## config.mk

```make
export PLATFORM = sky130hd
export DESIGN_NAME = axi_mon_err_slv
export DESIGN_NICKNAME = d
export VERILOG_FILES = /design/src/rtl/slv_pkg.sv /design/src/rtl/axi_mon_err_slv.sv
export SDC_FILE = /design/constraint.sdc
export NUM_CORES = 1
export LEC_CHECK = 0
export ABC_AREA = 1
export CAP_MARGIN = 5
export CORE_AREA = 2 2 106 108
export CTS_CLUSTER_DIAMETER = 150
export DETAILED_ROUTE_END_ITERATION = 7
export DIE_AREA = 0 0 108 110
export GPL_TIMING_DRIVEN = 0
export HOLD_SLACK_MARGIN = 0.03
export PLACE_DENSITY = 0.7
export SYNTH_ARGS = -nofsm -noshare
export SYNTH_HDL_FRONTEND = slang
export SYNTH_SLANG_ARGS = --single-unit
```

## constraint.sdc

```tcl
create_clock -name clk_i -period 9 [get_ports clk_i]
set_input_delay 1.35 -clock clk_i [delete_from_list [all_inputs] [get_ports clk_i]]
set_output_delay 1.35 -clock clk_i [all_outputs]
set_load 0.02 [all_outputs]
```

## src/rtl/slv_pkg.sv

```systemverilog
// rtl/slv_pkg.sv - internal-ID AXI4 types and error-responder constants
package slv_pkg;

  localparam int unsigned AxiIdWidth   = 4;
  localparam int unsigned AxiAddrWidth = 32;
  localparam int unsigned AxiDataWidth = 64;
  localparam int unsigned AxiUserWidth = 1;
  localparam int unsigned CntWidth     = 10;

  localparam logic [1:0] RESP_SLVERR = 2'b10;
  localparam logic [1:0] RESP_DECERR = 2'b11;

  localparam logic [AxiDataWidth-1:0] DefaultRespData = 64'hBADC_AB1E_BADC_AB1E;

  typedef enum logic [1:0] {W_IDLE, W_DRAIN, W_RESP} err_wr_state_e;
  typedef enum logic       {R_IDLE, R_SEND}          err_rd_state_e;

  typedef struct packed {
    logic [AxiIdWidth-1:0]   id;
    logic [AxiAddrWidth-1:0] addr;
    logic [7:0]              len;
    logic [2:0]              size;
    logic [1:0]              burst;
    logic [AxiUserWidth-1:0] user;
  } ax_chan_t;

  typedef struct packed {
    logic [AxiDataWidth-1:0]   data;
    logic [AxiDataWidth/8-1:0] strb;
    logic                      last;
    logic [AxiUserWidth-1:0]   user;
  } w_chan_t;

  typedef struct packed {
    logic [AxiIdWidth-1:0]   id;
    logic [1:0]              resp;
    logic [AxiUserWidth-1:0] user;
  } b_chan_t;

  typedef struct packed {
    logic [AxiIdWidth-1:0]   id;
    logic [AxiDataWidth-1:0] data;
    logic [1:0]              resp;
    logic                    last;
    logic [AxiUserWidth-1:0] user;
  } r_chan_t;

  typedef struct packed {
    ax_chan_t aw;
    logic     aw_valid;
    w_chan_t  w;
    logic     w_valid;
    logic     b_ready;
    ax_chan_t ar;
    logic     ar_valid;
    logic     r_ready;
  } slv_req_t;

  typedef struct packed {
    logic    aw_ready;
    logic    ar_ready;
    logic    w_ready;
    logic    b_valid;
    b_chan_t b;
    logic    r_valid;
    r_chan_t r;
  } slv_resp_t;

endpackage

```

## src/rtl/axi_mon_err_slv.sv

```systemverilog
// rtl/axi_mon_err_slv.sv - terminating AXI4 error responder (macro AXI_MON_ERR_SLV_DECERR_EN selects DECERR)
module axi_mon_err_slv #(
  parameter type req_t  = slv_pkg::slv_req_t,
  parameter type resp_t = slv_pkg::slv_resp_t,
  parameter logic [slv_pkg::AxiDataWidth-1:0] RespData = slv_pkg::DefaultRespData,
  parameter int unsigned CntWidth = slv_pkg::CntWidth
) (
  input  logic                clk_i,
  input  logic                rst_ni,
  input  logic                en_i,
  input  req_t                slv_req_i,
  output resp_t               slv_resp_o,
  output logic                busy_o,
  output logic [CntWidth-1:0] err_cnt_o,
  input  logic                cnt_clr_i
);

`ifdef AXI_MON_ERR_SLV_DECERR_EN
  localparam logic [1:0] ErrResp = slv_pkg::RESP_DECERR;
`else
  localparam logic [1:0] ErrResp = slv_pkg::RESP_SLVERR;
`endif

  slv_pkg::err_wr_state_e             w_state_q;
  slv_pkg::err_rd_state_e             r_state_q;
  logic [slv_pkg::AxiIdWidth-1:0]     aw_id_q, ar_id_q;
  logic [7:0]                         len_q, beat_q;
  logic [CntWidth-1:0]                cnt_q, cnt_d;
  logic                               b_hs, r_last_hs, r_last;
  logic [CntWidth:0]                  cnt_sum;

  // Address, data and burst fields are intentionally ignored
  logic unused_req;
  assign unused_req = ^slv_req_i;

  assign r_last    = (beat_q == len_q);
  assign b_hs      = (w_state_q == slv_pkg::W_RESP) && slv_req_i.b_ready;
  assign r_last_hs = (r_state_q == slv_pkg::R_SEND) && slv_req_i.r_ready && r_last;

  // Write FSM: accept AW, drain W until last, then answer with an error B
  always_ff @(posedge clk_i or negedge rst_ni) begin
    if (!rst_ni) begin
      w_state_q <= slv_pkg::W_IDLE;
      aw_id_q   <= '0;
    end else begin
      unique case (w_state_q)
        slv_pkg::W_IDLE: if (en_i && slv_req_i.aw_valid) begin
          aw_id_q   <= slv_req_i.aw.id;
          w_state_q <= slv_pkg::W_DRAIN;
        end
        slv_pkg::W_DRAIN: if (slv_req_i.w_valid && slv_req_i.w.last) w_state_q <= slv_pkg::W_RESP;
        slv_pkg::W_RESP:  if (slv_req_i.b_ready) w_state_q <= slv_pkg::W_IDLE;
        default:          w_state_q <= slv_pkg::W_IDLE;
      endcase
    end
  end

  // Read FSM: accept AR, emit len+1 error beats, one per R handshake
  always_ff @(posedge clk_i or negedge rst_ni) begin
    if (!rst_ni) begin
      r_state_q <= slv_pkg::R_IDLE;
      ar_id_q   <= '0;
      len_q     <= '0;
      beat_q    <= '0;
    end else begin
      unique case (r_state_q)
        slv_pkg::R_IDLE: if (en_i && slv_req_i.ar_valid) begin
          ar_id_q   <= slv_req_i.ar.id;
          len_q     <= slv_req_i.ar.len;
          beat_q    <= '0;
          r_state_q <= slv_pkg::R_SEND;
        end
        slv_pkg::R_SEND: if (slv_req_i.r_ready) begin
          if (r_last) r_state_q <= slv_pkg::R_IDLE;
          else        beat_q    <= beat_q + 8'd1;
        end
        default: r_state_q <= slv_pkg::R_IDLE;
      endcase
    end
  end

  // Saturating error counter; clear wins over same-cycle completions
  always_comb begin
    cnt_sum = {1'b0, cnt_q} + {{(CntWidth-1){1'b0}}, ({1'b0, b_hs} + {1'b0, r_last_hs})};
    cnt_d   = cnt_q;
    if (cnt_clr_i)          cnt_d = '0;
    else if (cnt_sum[CntWidth]) cnt_d = '1;
    else                    cnt_d = cnt_sum[CntWidth-1:0];
  end

  // Counter register
  always_ff @(posedge clk_i or negedge rst_ni) begin
    if (!rst_ni) cnt_q <= '0;
    else         cnt_q <= cnt_d;
  end

  // Channel outputs decoded purely from registered state (plus en_i for AW/AR)
  always_comb begin
    slv_resp_o          = '0;
    slv_resp_o.aw_ready = en_i && (w_state_q == slv_pkg::W_IDLE);
    slv_resp_o.w_ready  = (w_state_q == slv_pkg::W_DRAIN);
    slv_resp_o.b_valid  = (w_state_q == slv_pkg::W_RESP);
    if (w_state_q == slv_pkg::W_RESP) begin
      slv_resp_o.b.id   = aw_id_q;
      slv_resp_o.b.resp = ErrResp;
    end
    slv_resp_o.ar_ready = en_i && (r_state_q == slv_pkg::R_IDLE);
    slv_resp_o.r_valid  = (r_state_q == slv_pkg::R_SEND);
    if (r_state_q == slv_pkg::R_SEND) begin
      slv_resp_o.r.id   = ar_id_q;
      slv_resp_o.r.data = RespData;
      slv_resp_o.r.resp = ErrResp;
      slv_resp_o.r.last = r_last;
    end
  end

  assign busy_o    = (w_state_q != slv_pkg::W_IDLE) || (r_state_q != slv_pkg::R_IDLE);
  assign err_cnt_o = cnt_q;

endmodule

```

==> flow_summary.json <==
{
  "run_status": "finished clean",
  "grt_overflow_total": 0,
  "maximum_number_of_pins_on_one_net_before_global_route_repair": 45,
  "io_buffers": 89,
  "cell_taking_the_most_area_after_synthesis": "dfrtp_1",
  "report.final.slew_viol_count": 0,
  "routedWlPerCell_um": 10.42,
  "final_period_minus_worst_setup_slack_ns": 4.095,
  "grt_pass1_wl_mm": 9.439,
  "post_cts.repair.setup_buffers": 0,
  "fp.dieH_um": 110,
  "clk_root_buffer_cell": "clkbuf_8",
  "timing.max_cap.violations": 0,
  "clk_latency_ns": 0.29,
  "pre_cts_slack_ns": 4.891,
  "syn2layout_area_growth_pct": 49.93,
  "share_of_synthesized_area_occupied_by_flip_flops_and_latches_pct": 36.87,
  "clk_path_buf_depth": 2,
  "vias_in_the_first_global_route": 2054,
  "clk_transition_reported_paths_ns": 0.08,
  "power.density_mw_per_mm2": 143.9,
  "num_vias": 2184,
  "holdBufCountCts": 0,
  "internal_power_contribution_w": 0.0003389,
  "seq_power_share_pct": 39.9,
  "floorplan.die_area_mm2": 0.01188,
  "arrival_time_reported_for_the_critical_path_endpoint_ns": 2.74,
  "ioPinCount": 278,
  "antenna_violating_nets_post_route": 0,
  "power_frac_clock_pct": 21.2,
  "yosysUniqueCellTypes": 31,
  "synthTopCellsByArea": "dfrtp_1 (37%), buf_4 (21%), nand2_1 (7.6%), inv_1 (4.8%), a21oi_1 (3.8%)",
  "hold_start": "ar_id_q[3]",
  "mostFrequentLayoutCells": "clkdlybuf4s50_1 (88), buf_4 (71), nand2_1 (51)",
  "max-vdd-ir-drop_mv": 0.07347,
  "post-synth-top-area-fraction_pct": 36.87,
  "post-dp-hpwl_mm": 4.671,
  "route.detailed.drc": 0,
  "route.detailed.vias_per_inst": 3.832,
  "cts.sink_count": 37,
  "flops_latches_synth": 37,
  "p_sw_w": 0.0002028,
  "layout.cells.most_common": "clkdlybuf4s50_1",
  "antenna_found_initial": 0,
  "hold_path_class": "register to register",
  "end_kind": "output port",
  "cp.required_ns": 7.65,
  "detail_route.first_pass.iterations": 4,
  "tritoncts": "yes",
  "cp-startpoint": "en_i",
  "num_rows": 38,
  "antennaDiodeCount": 0,
  "final.period_utilization_pct": 45.50,
  "cts_htree_levels": 2,
  "layout-drive-gt1-share_pct": 24.65,
  "worst_relative_slew_slack_pct": 44.45,
  "first_iter_violations": 67,
  "max_slew.worst_pin.slew_ns": 0.8333,
  "fillers": 1120,
  "finalWorstSetupSlack_ns": 4.905,
  "syn_inst": 304,
  "finish.utilization_pct": 35.19,
  "synth_area_mm2": 0.002511,
  "sum_of_routed_wire_length_over_all_layers_mm": 5.938,
  "postSynthAreaPerCell_um2": 8.260,
  "ys.warnings.count": 0,
  "final.setup.tns_ns": 0,
  "nets": 615,
  "path_class": "input port to output port",
  "die_width_um": 108,
  "core-area_mm2": 0.01070,
  "place.gp.congestion": 0.7779,
  "post_cts_resized": 0,
  "report.final.setup_viol": 0,
  "power.static_leakage_nw": 1.927,
  "track_usage_pct": 9.648,
  "swShare_pct": 37.44,
  "r2r_start": "r_state_q",
  "numCtsBuffers": 5,
  "power.share.combinational_pct": 38.9,
  "max_clock_freq_mhz": 244.2,
  "cp-start-kind": "input port",
  "report.final.hold_viol_count": 0,
  "final.setup_skew_ns": 0.005641,
  "initial_utilization_pct": 23.47,
  "critPathMaxFanout": 2,
  "grt_setup_unrepaired": "no"
}
## per-stage QoR
step / total power, W / instance area (µm²) / std cells / hold WS [ns]
3_5_place_dp: 0.0004300 / 3681 / 562 / 0.4908
4_1_cts: 0.0005448 / 3764 / 570 / 0.5082
3_3_place_gp: 0.0004214 / 3686 / 562 / 0.4761
2_1_floorplan: 0.0003555 / 2620 / 333 / 0.4646
6_report: 0.0005417 / 3765 / 570 / 0.5008
5_1_grt: 0.0005798 / 3765 / 570 / 0.5272
## worst paths after layout
kind                             endpoint  cells past startpoint  slack [ns]
min                            ar_id_q[3]                      1        0.50
max                        slv_resp_o[82]                      4        4.91
min reg2reg                    ar_id_q[3]                      1        0.50
max in group asynchronous       r_state_q                      1        7.27
max reg2reg                  err_cnt_o[4]                     11        5.91
min in group asynchronous        len_q[4]                      1        1.16
## layout make-up
type	instances	area, µm²	share of cell area, %
tap	140	175.2	4.653
clock inverter	2	10.01	0.2659
inverter	33	125.1	3.323
clock buffer	6	72.57	1.928
multi-input combinational	188	1011	26.85
timing repair buffer	89	885.9	23.53
sequential	37	927.1	24.63
buffer	75	558.0	14.82
## kinds of logic after synthesis
group                    synth area share (%)
XOR/XNOR                                3.836
other                                  0.1493
adder cells (fa/ha/maj)                 1.794
AND/OR/NAND/NOR                         21.33
flip-flops                              36.87
AO/OA/AOI/OAI                           4.783
buffers and inverters                   27.20
multiplexers                            4.036
## synth_stat cells
master / n
buf_2: 2
a21oi_1: 19
xnor2_1: 7
nand3_2: 2
fa_1: 1
dfrtp_1: 37
nor2_1: 23
clkinv_2: 1
nor3_1: 6
or2_1: 1
buf_4: 71
nor3_2: 1
nand2_1: 51
mux2_1: 2
buf_1: 1
nand4_4: 1
conb_1: 1
o21ai_0: 2
nand2_4: 3
a32oi_1: 1
nor2_2: 2
nand2_2: 5
nor2_4: 1
buf_6: 1
mux2_2: 7
a31oi_1: 1
nand3_1: 15
inv_1: 32
nor4_1: 1
xor2_1: 4
ha_1: 2
## per-layer routing
layer  routed length [µm]  global-route usage [%]  vias up
li1                     -                       -     1094
met1                 2536                   12.03      991
met2                 2849                   16.71       91
met3                  489                   2.704        8
met4                   63                   2.015        0
met5                    0                       0        -
## flip-flops by register name, summed over array words and instances (netlist names)
| register | count |
|---|---|
| ar_id_q | 4 |
| beat_q | 8 |
| r_state_q | 1 |
| err_cnt_o | 10 |
| len_q | 8 |
| aw_id_q | 4 |
| w_state_q | 2 |
## power by group through the flow
stage                     clock network, W  registers (W)  logic [W]
after floorplan                          0       0.000214   0.000142
after global placement                   0       0.000217   0.000205
after detailed placement                 0       0.000219   0.000211
after CTS                         0.000118       0.000216   0.000212
after global routing              0.000125       0.000221   0.000234
final                             0.000115       0.000216   0.000210
## critical path: stages
cell and delay, ns:
clkdlybuf4s50_1 0.49, inv_1 0.09, nor2_4 0.14, clkdlybuf4s50_1 0.67
Note: power is estimated with default switching activity, not from simulation.
